===== config.mk =====
export PLATFORM = sky130hd
export DESIGN_NAME = lsu_ctrl
export DESIGN_NICKNAME = d
export VERILOG_FILES = /design/src/rtl/lsu_ctrl.sv
export SDC_FILE = /design/constraint.sdc
export NUM_CORES = 1
export LEC_CHECK = 0
export BUFFER_PORTS_ARGS = -buffer_cell sky130_fd_sc_hd__buf_2
export CORE_ASPECT_RATIO = 0.5
export CORE_MARGIN = 5
export CORE_UTILIZATION = 57
export DETAILED_ROUTE_END_ITERATION = 10
export PLACE_DENSITY = 0.91
export SLEW_MARGIN = 25
export SYNTH_ARGS = -nofsm -noshare
export SYNTH_HDL_FRONTEND = slang
export SYNTH_SLANG_ARGS = --single-unit

===== constraint.sdc =====
create_clock -name clk -period 6.78 [get_ports clk]
set_clock_uncertainty 0.2 [all_clocks]
set_input_delay 0.678 -clock clk [delete_from_list [all_inputs] [get_ports clk]]
set_output_delay 0.678 -clock clk [all_outputs]
set_load 0.02 [all_outputs]

===== src/rtl/lsu_ctrl.sv =====
// Load/store control unit: registers one CPU memory request, checks it, drives the data memory port.
// Optional LSU_MISALIGN_EN: misaligned in-range accesses are split into byte transactions.
module lsu_ctrl #(
    parameter int ADDR_W = 9
) (
    input  logic              clk,
    input  logic              rst_n,
    input  logic              req_valid,
    output logic              req_ready,
    input  logic              req_we,
    input  logic [2:0]        req_funct3,
    input  logic [31:0]       req_addr,
    input  logic [31:0]       req_wdata,
    output logic              rsp_valid,
    output logic              rsp_err,
    output logic [31:0]       rsp_rdata,
    output logic              mem_read,
    output logic              mem_write,
    output logic [2:0]        mem_funct3,
    output logic [ADDR_W-1:0] mem_addr,
    output logic [31:0]       mem_wdata,
    input  logic [31:0]       mem_rdata
);

    typedef enum logic [1:0] {
        S_IDLE   = 2'd0,
        S_ACCESS = 2'd1,
`ifdef LSU_MISALIGN_EN
        S_SPLIT  = 2'd2,
`endif
        S_RESP   = 2'd3
    } state_t;

    state_t              r_state, w_next;
    logic                r_we, r_err;
    logic [2:0]          r_funct3;
    logic [ADDR_W-1:0]   r_addr;
    logic [31:0]         r_wdata, r_rdata;

    logic [2:0]          w_size;
    logic [32:0]         w_end;
    logic                w_ill, w_oor, w_mis, w_err, w_acc;

    assign req_ready = (r_state == S_IDLE);
    assign w_acc     = req_valid && (r_state == S_IDLE);

    // Request checks are taken straight from the inputs being captured at the accept edge.
    always_comb begin
        case (req_funct3[1:0])
            2'b00:   w_size = 3'd1;
            2'b01:   w_size = 3'd2;
            default: w_size = 3'd4;
        endcase
        w_end = {1'b0, req_addr} + {30'd0, w_size} - 33'd1;
        w_oor = (|w_end[32:ADDR_W]) | (|req_addr[31:ADDR_W]);
        w_ill = req_we ? (req_funct3[2] || req_funct3 == 3'b011)
                       : (req_funct3 == 3'b011 || req_funct3[2:1] == 2'b11);
        w_mis = (req_funct3[1:0] == 2'b01 && req_addr[0]) ||
                (req_funct3[1:0] == 2'b10 && req_addr[1:0] != 2'b00);
`ifdef LSU_MISALIGN_EN
        w_err = w_ill | w_oor;
`else
        w_err = w_ill | w_oor | w_mis;
`endif
    end

`ifdef LSU_MISALIGN_EN
    logic [1:0]  r_cnt;
    logic        w_last;
    logic [7:0]  w_byte;
    logic [31:0] w_asm;

    // Little-endian byte assembly; LH sign extension is applied on the final byte.
    always_comb begin
        w_last = (r_cnt == (r_funct3[1] ? 2'd3 : 2'd1));
        w_asm  = r_rdata;
        case (r_cnt)
            2'd0: begin w_byte = r_wdata[7:0];   w_asm[7:0]   = mem_rdata[7:0]; end
            2'd1: begin w_byte = r_wdata[15:8];  w_asm[15:8]  = mem_rdata[7:0]; end
            2'd2: begin w_byte = r_wdata[23:16]; w_asm[23:16] = mem_rdata[7:0]; end
            default: begin w_byte = r_wdata[31:24]; w_asm[31:24] = mem_rdata[7:0]; end
        endcase
        if (w_last && r_funct3 == 3'b001)
            w_asm[31:16] = {16{w_asm[15]}};
    end
`endif

    always_ff @(posedge clk or negedge rst_n) begin
        if (!rst_n) r_state <= S_IDLE;
        else        r_state <= w_next;
    end

    always_comb begin
        w_next     = r_state;
        rsp_valid  = 1'b0;
        rsp_err    = 1'b0;
        rsp_rdata  = 32'd0;
        mem_read   = 1'b0;
        mem_write  = 1'b0;
        mem_funct3 = 3'd0;
        mem_addr   = '0;
        mem_wdata  = 32'd0;
        case (r_state)
            S_IDLE: begin
                if (w_acc) begin
                    if (w_err)       w_next = S_RESP;
`ifdef LSU_MISALIGN_EN
                    else if (w_mis)  w_next = S_SPLIT;
`endif
                    else             w_next = S_ACCESS;
                end
            end
            S_ACCESS: begin
                mem_read   = ~r_we;
                mem_write  = r_we;
                mem_funct3 = r_funct3;
                mem_addr   = r_addr;
                mem_wdata  = r_wdata;
                w_next     = S_RESP;
            end
`ifdef LSU_MISALIGN_EN
            S_SPLIT: begin
                mem_read   = ~r_we;
                mem_write  = r_we;
                mem_funct3 = r_we ? 3'b000 : 3'b100;
                mem_addr   = r_addr + ADDR_W'(r_cnt);
                mem_wdata  = {24'd0, w_byte};
                w_next     = w_last ? S_RESP : S_SPLIT;
            end
`endif
            S_RESP: begin
                rsp_valid = 1'b1;
                rsp_err   = r_err;
                rsp_rdata = r_rdata;
                w_next    = S_IDLE;
            end
            default: w_next = S_IDLE;
        endcase
    end

    always_ff @(posedge clk or negedge rst_n) begin
        if (!rst_n) begin
            r_we     <= 1'b0;
            r_err    <= 1'b0;
            r_funct3 <= 3'd0;
            r_addr   <= '0;
            r_wdata  <= 32'd0;
            r_rdata  <= 32'd0;
`ifdef LSU_MISALIGN_EN
            r_cnt    <= 2'd0;
`endif
        end else if (w_acc) begin
            r_we     <= req_we;
            r_err    <= w_err;
            r_funct3 <= req_funct3;
            r_addr   <= req_addr[ADDR_W-1:0];
            r_wdata  <= req_wdata;
            r_rdata  <= 32'd0;
`ifdef LSU_MISALIGN_EN
            r_cnt    <= 2'd0;
`endif
        end else if (r_state == S_ACCESS && !r_we) begin
            r_rdata  <= mem_rdata;
`ifdef LSU_MISALIGN_EN
        end else if (r_state == S_SPLIT) begin
            r_cnt    <= r_cnt + 2'd1;
            if (!r_we) r_rdata <= w_asm;
`endif
        end
    end

endmodule


After elaboration in Yosys (flattened, before gate mapping)
Index checks and enable logic that the tools add are counted.
{ "totals": {"register_bits": 80, "wordCells": 49} }
{ "classes": {"n_bitwise": 4, "eq_ne": 7, "addsub": 2, "n_mux": 15, "reduce_logical": 14} }
{ "ops": {"columns": ["op", "count"], "rows": [
  ["$mux W32", 4],
  ["$add A32 B3 Y33", 1],
  ["$sub A33 B1 Y33 const B", 1],
  ["$reduce_or A24 Y1", 1],
  ["$reduce_or A23 Y1", 1],
  ["$mux W9", 1],
  ["$eq A2 B2 Y1 const B", 3],
  ["$pmux W3 S2", 1],
  ["$mux W1", 5],
  ["$eq A2 B1 Y1 const B", 2],
  ["$logic_and A1 B1 Y1", 4],
  ["$logic_not A2 Y1", 2],
  ["$mux W2", 2],
  ["$pmux W2 S2", 1],
  ["$reduce_bool A2 Y1", 2],
  ["$eq A3 B2 Y1 const B", 1],
  ["$logic_or A1 B1 Y1", 3],
  ["$mux W3", 1],
  ["$or A1 B1 Y1", 3],
  ["$ne A2 B1 Y1 const B", 1],
  ["$logic_not A1 Y1", 1],
  ["$not A1 Y1", 1]
]} }

Logic depth before layout (Yosys ltp)
Gate-level depths: netlist (run 1).
{ "logic_depth": {"depth_word": 11, "ltp_mapped": 14, "mapped_depth_nobuf": 14} }

Least setup slack after synthesis (run 1)
OpenSTA, ideal clock, no wires.
{ "synth_timing": {"kind": "input -> register", "startpoint": "input port req_funct3[1]", "endpoint": "register r_err", "t_arrival_ns": 3.023, "path_stages": 13, "path_slack_ns": 3.428, "required_ns": 6.452, "n_path_buf": 0, "setup_time_ns": 0.128, "path_cell_list": "inv_1 > ha_1 > inv_1 > ha_1 > nand4b_1 > o211ai_2 > a22o_2 > or2_1 > a221o_1 > a2111oi_2 > o211ai_1 > nor4_1 > a21oi_1"} }
{ "synth_between": {"elab_chain_len": 8, "word_cells_on_any_way": 18, "classes_between": "add/sub: 2; eq/ne: 4; mux: 2; bitwise: 3; reduce/logical: 7"} }
{ "synth_lines": {"columns": ["element", "line", "rtl"], "rows": [
  ["from (decl)", "11", "input logic [2:0] req_funct3,"],
  ["$eq A2 B1 Y1 or $logic_not A2 Y1 (tied branches)", "49, 58", null],
  ["$pmux W3 S2", "49", "case (req_funct3[1:0])"],
  ["$add A32 B3 Y33", "54", "w_end = {1'b0, req_addr} + {30'd0, w_size} - 33'd1;"],
  ["$sub A33 B1 Y33", "54", null],
  ["$reduce_or A24 Y1", "55", "w_oor = (|w_end[32:ADDR_W]) | (|req_addr[31:ADDR_W]);"],
  ["$or A1 B1 Y1", "55", null],
  ["$or A1 B1 Y1", "63", "w_err = w_ill | w_oor | w_mis;"],
  ["$or A1 B1 Y1 *", "63", null],
  ["to (signal assigned)", "154", "r_err <= w_err;"],
  ["to (decl)", "35", "logic r_we, r_err;"]
]} }
Every way passes the cells marked *; elsewhere a longest branch is shown, timed or not.
A chain may end at the register's enable or synchronous reset.

Final worst setup path (run 1)
{ "layout_timing": {"startpoint": "register r_state[1]", "endpoint": "output port mem_read"} }
{ "layout_between": {"elab_chain_len": 2} }
{ "layout_lines": {"columns": ["element", "line", "rtl"], "rows": [
  ["from (decl)", "34", "state_t r_state, w_next;"],
  ["from (signal assigned)", "90", "else r_state <= w_next;"],
  ["$eq A2 B1 Y1", "103", "case (r_state)"],
  ["$mux W1", "103", null],
  ["to (decl)", "17", "output logic mem_read,"]
]} }
No other way between the ends.

==> flow_summary_export.csv, run 1 <==
group,metric,value,unit
status,status,"complete, no violations",
floorplan,die_h,82.9,um
power_and_ir_drop,power_density,335,mW/mm^2
synth,yosysSeqAreaShare,33.1,%
route,drc,0,
clock_network,cts-htree-levels,3,
critical_path,reg2reg_from,"r_state[1]",
power_and_ir_drop,p_int,0.00148,W
sta,hold_viol,0,
floorplan,dieArea,0.0129,mm^2
final_layout,stdcell_area,0.00736,mm^2
critical_path,worstPathRequired,5900,ps
synth,ys_seq_elements,80,
critical_path,crit_fanout,47,
placement,io_buffers,183,
final_layout,drive_gt1_share,30.0,%
sta,tns,0,ps
synth,ys_warn_count,0,
flow_run,max-cap-violations,0,
sta,worst_pin_slew,896,ps
power_and_ir_drop,leakage,3.80,nW
sta,slew_headroom,39.9,%
sta,finalCritPeriodShare,64.9,%
placement,place_ws,2640,ps
clock_network,clock_latency,340,ps
synth,syn_nets,847,
synth,avgSynthCellArea,8.64,um^2
sta,timing.fmax,0.227,GHz
global_route,grt_max_degree,81,
sta,min_period,4400,ps
power_and_ir_drop,seq_power_share,34.2,%
placement,place_hpwl,13700,um
power_and_ir_drop,ir_drop,0.000237,V
final_layout,fillers,785,
floorplan,start_util,58.9,%
global_route,grt-ovfl-total,0,
global_route,grt_util_all_layers,26.7,%
floorplan,rows,26,
power_and_ir_drop,comb_power_share,45.4,%
power_and_ir_drop,sw_frac_of_total,39.9,%
critical_path,crit_path_end_kind,"output port",
floorplan,die_w,156,um
global_route,antenna_found_initial,0,
clock_network,cts_tree,"yes",
synth,synth_edf_count,0,
clock_network,cts-root-buf,"clkbuf_16",
critical_path,arrival,3520,ps
sta,rsz0062_at_grt,"false",
synth,synth_top_area_cell,"dfrtp_1",
clock_network,cts_resized,0,
synth,synthFlopType,"dfrtp_1",
route,drtAntennaViolNets,0,
final_layout,syn_to_final_growth,21.6,%
synth,synthTopCellsByArea,"dfrtp_1, ha_1, mux2_2",
critical_path,r2r_slack,2530,ps
worst_hold_path,holdCritPathClass,"in2async",
critical_path,timing.rr.end,"r_rdata[4]",
route,routed_wl,17700,um
synth,syn-cell-area,0.00606,mm^2
critical_path,crit_path_start_kind,"flop",
critical_path,path_class,"reg2out",
power_and_ir_drop,power_frac_clock,20.4,%
clock_network,ctsHoldBuffers,0,
floorplan,ioPinCount,184,
route,wl_per_cell,17.5,um
critical_path,reg2reg_depth,6,
route,post_drt_via_cell_ratio,5.82,
route,vias,5886,
sta,finalWorstSetupSlack,2380,ps
route,drt-initial-drc-count,499,
clock_network,cts_buffer_depth,2,
placement,dpl-instance-area,0.00704,mm^2
route,drtPass1Iterations,5,
final_layout,nets,1011,
global_route,grt_pass1_vias,5632,
floorplan,coreArea,0.0103,mm^2
power_and_ir_drop,p_switching,0.000983,W
sta,drv_slew,0,
clock_network,numCtsBuffers,9,
clock_network,clk_pin_slew,60,ps
synth,synth_cell_types,74,
synth,async_flop_share,100,%
placement,place_congestion,0.998,
sta,setup_viol,0,
synth,synthCells,701,
global_route,grt_pass1_wl,28400,um
clock_network,cts_setup_buffers,0,
synth,synth_top_area_share,33.1,%
clock_network,cts_sinks,80,
-- critical path, cell delays in order, from the launching register on --
cell and delay (ps):
dfrtp_1 930, nor2b_2 70, buf_4 280, nand2b_1 530
clkinv_1 930, buf_2 430
-- registers in the layout, summed over array words and instances (netlist names) --
name,count
r_addr,9
r_state,2
r_funct3,3
r_err,1
r_we,1
r_rdata,32
r_wdata,32
-- power by group through the flow --
stage	combinational [W]	clock, W	sequential, W
2_1_floorplan	0.000848	0	0.000765
3_3_place_gp	0.00108	0	0.000826
3_5_place_dp	0.00111	0	0.000842
4_1_cts	0.00112	0.000510	0.000839
5_1_grt	0.00122	0.000530	0.000872
6_report	0.00112	0.000503	0.000843
-- cells in the mapped netlist, types with 3 or more instances --
library cell	count
a211oi_1	8
and3_1	38
a21oi_1	55
nor2_1	33
nand3b_1	3
buf_2	3
o211a_1	3
nor4_1	8
mux2_2	45
a22o_1	15
and2_1	51
o211ai_1	5
o21a_1	4
xnor2_1	4
a21o_1	4
mux2i_1	3
inv_1	51
dfrtp_1	80
nor2b_1	17
or3_1	3
nand4_1	8
o21ai_1	4
nor3_1	14
nand2_1	64
o21bai_1	4
ha_1	43
nand3_1	7
nand2b_1	17
o21ai_0	23
clkbuf_1	26
-- cell type report --
class / count / area [um^2] / share of cell area [%]
Multi-Input combinational cell: 535 / 3730 / 50.6
Sequential cell: 80 / 2000 / 27.2
Timing Repair Buffer: 185 / 937 / 12.7
Clock buffer: 11 / 253 / 3.43
Inverter: 54 / 203 / 2.75
Tap cell: 140 / 175 / 2.38
Clock inverter: 5 / 62.6 / 0.850
Antenna cell: 1 / 2.50 / 0.0340
-- through the flow --
stage               hold WS (ps)  power [W]  cells  utilization (%)
detailed placement           277    0.00195    994             68.5
finish                       169    0.00246   1011             71.6
CTS                          299    0.00247   1010             71.6
global route                 222    0.00262   1010             71.6
floorplan                    182    0.00161    701                -
global placement             276    0.00190    994             68.5
-- kinds of logic (layout without fill, tap and decap cells) --
| family | Yosys count | in the layout | share of synthesized area (%) |
|---|---|---|---|
| AND/OR/NAND/NOR | 281 | 281 | 25.5 |
| AO/OA/AOI/OAI | 158 | 158 | 17.5 |
| buffers and inverters | 86 | 255 | 5.45 |
| flip-flops | 80 | 80 | 33.1 |
| multiplexers | 48 | 48 | 8.86 |
| adder cells (fa/ha/maj) | 43 | 43 | 8.88 |
| XOR/XNOR | 5 | 5 | 0.723 |
| other | 0 | 1 | 0 |
-- routing by layer --
metal	vias up	global-route usage (%)	wire, um
li1	2822	-	-
met1	2750	35.8	7750
met2	274	42.9	7980
met3	40	6.85	1540
met4	0	7.78	446
met5	-	0	0
-- placed cells by master, fill, tap and decap left out, types with 3 or more instances in the layout --
master and n:
a22o_1 15, dfrtp_1 80, nand2_1 64, nor2_1 33, o21bai_1 4, nand4_1 8, nor4_1 8, mux2_2 45
o211a_1 3, nor2b_1 16, a21o_1 4, inv_1 51, o211ai_1 5, nor3_1 14, a211oi_1 8, clkbuf_16 9
nand3b_1 3, mux2i_1 3, o21ai_1 4, o21ai_0 23, xnor2_1 4, nand3_1 7, and3_1 38, buf_2 182
o21a_1 4, ha_1 43, a21oi_1 55, or3_1 3, and2_1 50, nand2b_1 17
-- how the worst max path moves through the flow --
stage | start | end | slack [ps] | cells past startpoint
2_1_floorplan | req_funct3[1] | r_err | 3430 | 13
3_3_place_gp | r_state[0] | r_rdata[13] | 2880 | 6
3_5_place_dp | r_state[0] | r_rdata[9] | 2640 | 6
4_1_cts | r_state[0] | mem_read | 2420 | 5
5_1_grt | r_state[1] | mem_read | 1970 | 5
6_report | r_state[1] | mem_read | 2380 | 5
Power figures use the tool's default switching activity.
==> inputs of run 2 (changes only) <==
CORE_UTILIZATION = 48   (was 57)
PLACE_DENSITY = 0.82   (was 0.91)
clock period = 3.6 ns   (was 6.78 ns; I/O delays follow)
==> flow_summary_export.csv, run 2 (synthesis results as in run 1) <==
group,metric,value,unit
status,status,"complete, no violations",
floorplan,rows,29,
floorplan,ioPinCount,184,
final_layout,final_common_cell,"buf_2",
sta,tns,0,ps
route,drt-initial-drc-count,379,
worst_hold_path,holdCritPathClass,"in2reg",
sta,hold_viol,0,
floorplan,coreArea,0.0125,mm^2
route,vias,5900,
final_layout,syn_to_final_growth,23.7,%
route,post_drt_via_cell_ratio,5.63,
route,drc,0,
route,drtPass1Iterations,5,
final_layout,reg.largest.list,"r_rdata x32, r_wdata x32, r_addr x9",
final_layout,antenna_cells,0,
critical_path,critPathMaxStageDelay,830,ps
critical_path,arrival,3240,ps
power_and_ir_drop,ir_drop,0.000489,V
critical_path,crit_slowest_cell,"nor2_1",
power_and_ir_drop,power_density,640,mW/mm^2
clock_network,ctsHoldBuffers,0,
route,wl_per_cell,17.7,um
sta,finalCritPeriodShare,88.3,%
clock_network,cts_sinks,80,
clock_network,cts_setup_buffers,0,
critical_path,crit_path_end_kind,"flop",
floorplan,die_w,169,um
global_route,antenna_found_initial,0,
critical_path,path_cells,"nor2b_2, nand2b_1, clkinv_1, nor2_1, a22o_1",
sta,timing.fmax,0.314,GHz
floorplan,dieArea,0.0151,mm^2
placement,dpl-instance-area,0.00713,mm^2
placement,io_buffers,183,
global_route,grt_util_all_layers,23.9,%
final_layout,nets,1019,
critical_path,path_class,"reg2reg",
critical_path,crit_path_start_kind,"flop",
sta,worst_hold_slack,56.2,ps
sta,setup_viol,0,
critical_path,crit_fanout,19,
sta,drv_slew,0,
clock_network,numCtsBuffers,9,
final_layout,drive_gt1_share,30.4,%
flow_run,max-cap-violations,0,
sta,worst_pin_slew,901,ps
clock_network,cts-htree-levels,3,
global_route,grt-ovfl-total,0,
global_route,grt_max_degree,81,
floorplan,die_h,89.4,um
clock_network,clock_latency,330,ps
clock_network,cts_buffer_depth,2,
floorplan,start_util,48.4,%
clock_network,cts_resized,0,
route,routed_wl,18600,um
route,drtAntennaViolNets,0,
placement,place_congestion,0.963,
placement,place_hpwl,14400,um
sta,rsz0062_at_grt,"false",
global_route,grt_pass1_wl,29300,um
final_layout,stdcell_area,0.00749,mm^2
final_layout,mostFrequentLayoutCells,"buf_2, dfrtp_1, nand2_1",
clock_network,cts_tree,"yes",
critical_path,worstPathRequired,3660,ps
sta,min_period,3180,ps
sta,slew_headroom,39.7,%
clock_network,clk_pin_slew,60,ps
clock_network,cts-root-buf,"clkbuf_16",
final_layout,fillers,1113,
global_route,grt_pass1_vias,5877,
power_and_ir_drop,leakage,3.86,nW
[run 2: critical path: cells and delay by family (launching register included)]
kind / cells / cell delay [ps]
AOI/OAI and AO/OA: 1 / 240
buffers and inverters: 1 / 540
DFF: 1 / 640
and+or+nand+nor: 3 / 1480
[run 2: cell type report]
cell class / instances / area, um^2 / area share (%)
multi-input cells: 535 / 3730 / 49.8
flip-flops and latches: 80 / 2000 / 26.7
repair buffers: 193 / 1000 / 13.3
clock buffers: 11 / 243 / 3.24
well taps: 170 / 213 / 2.84
inverters: 54 / 203 / 2.71
clock inverters: 5 / 104 / 1.39
[run 2: per-stage QoR]
stage / power [W] / util [%] / setup WS (ps) / cells
after floorplan: 0.00304 / - / 566 / 701
after CTS: 0.00482 / 59.7 / 407 / 1047
final: 0.00480 / 59.8 / 420 / 1048
after global placement: 0.00367 / 57.0 / 231 / 1031
after global routing: 0.00511 / 59.8 / 84.6 / 1048
after detailed placement: 0.00374 / 57.0 / 116 / 1031
[run 2: final timing paths]
| path | startpoint | endpoint | slack [ps] | cells after the start |
|---|---|---|---|---|
| max | r_state[1] | r_rdata[7] | 420 | 5 |
| min | mem_rdata[10] | r_rdata[10] | 60 | 2 |
| max reg2reg | r_state[1] | r_rdata[7] | 420 | 5 |
| min reg2reg | r_rdata[13] | r_rdata[13] | 290 | 1 |
| max in group asynchronous | rst_n | r_wdata[21] | 2260 | 2 |
| min in group asynchronous | rst_n | r_wdata[5] | 470 | 2 |
[run 2: routing by layer]
metal  global-route usage (%)  part of all wire, %  up-vias
li1                         -                    -     2829
met1                     30.8                   43     2831
met2                     41.2                   48      202
met3                     4.37                  6.2       38
met4                     8.39                  2.9        0
met5                        0                    0        -
[run 2: power by group]
group | internal [W] | switching [W]
logic | 0.000927 | 0.00129
registers | 0.00131 | 0.000213
clock network | 0.000697 | 0.000359
total | 0.00293 | 0.00186
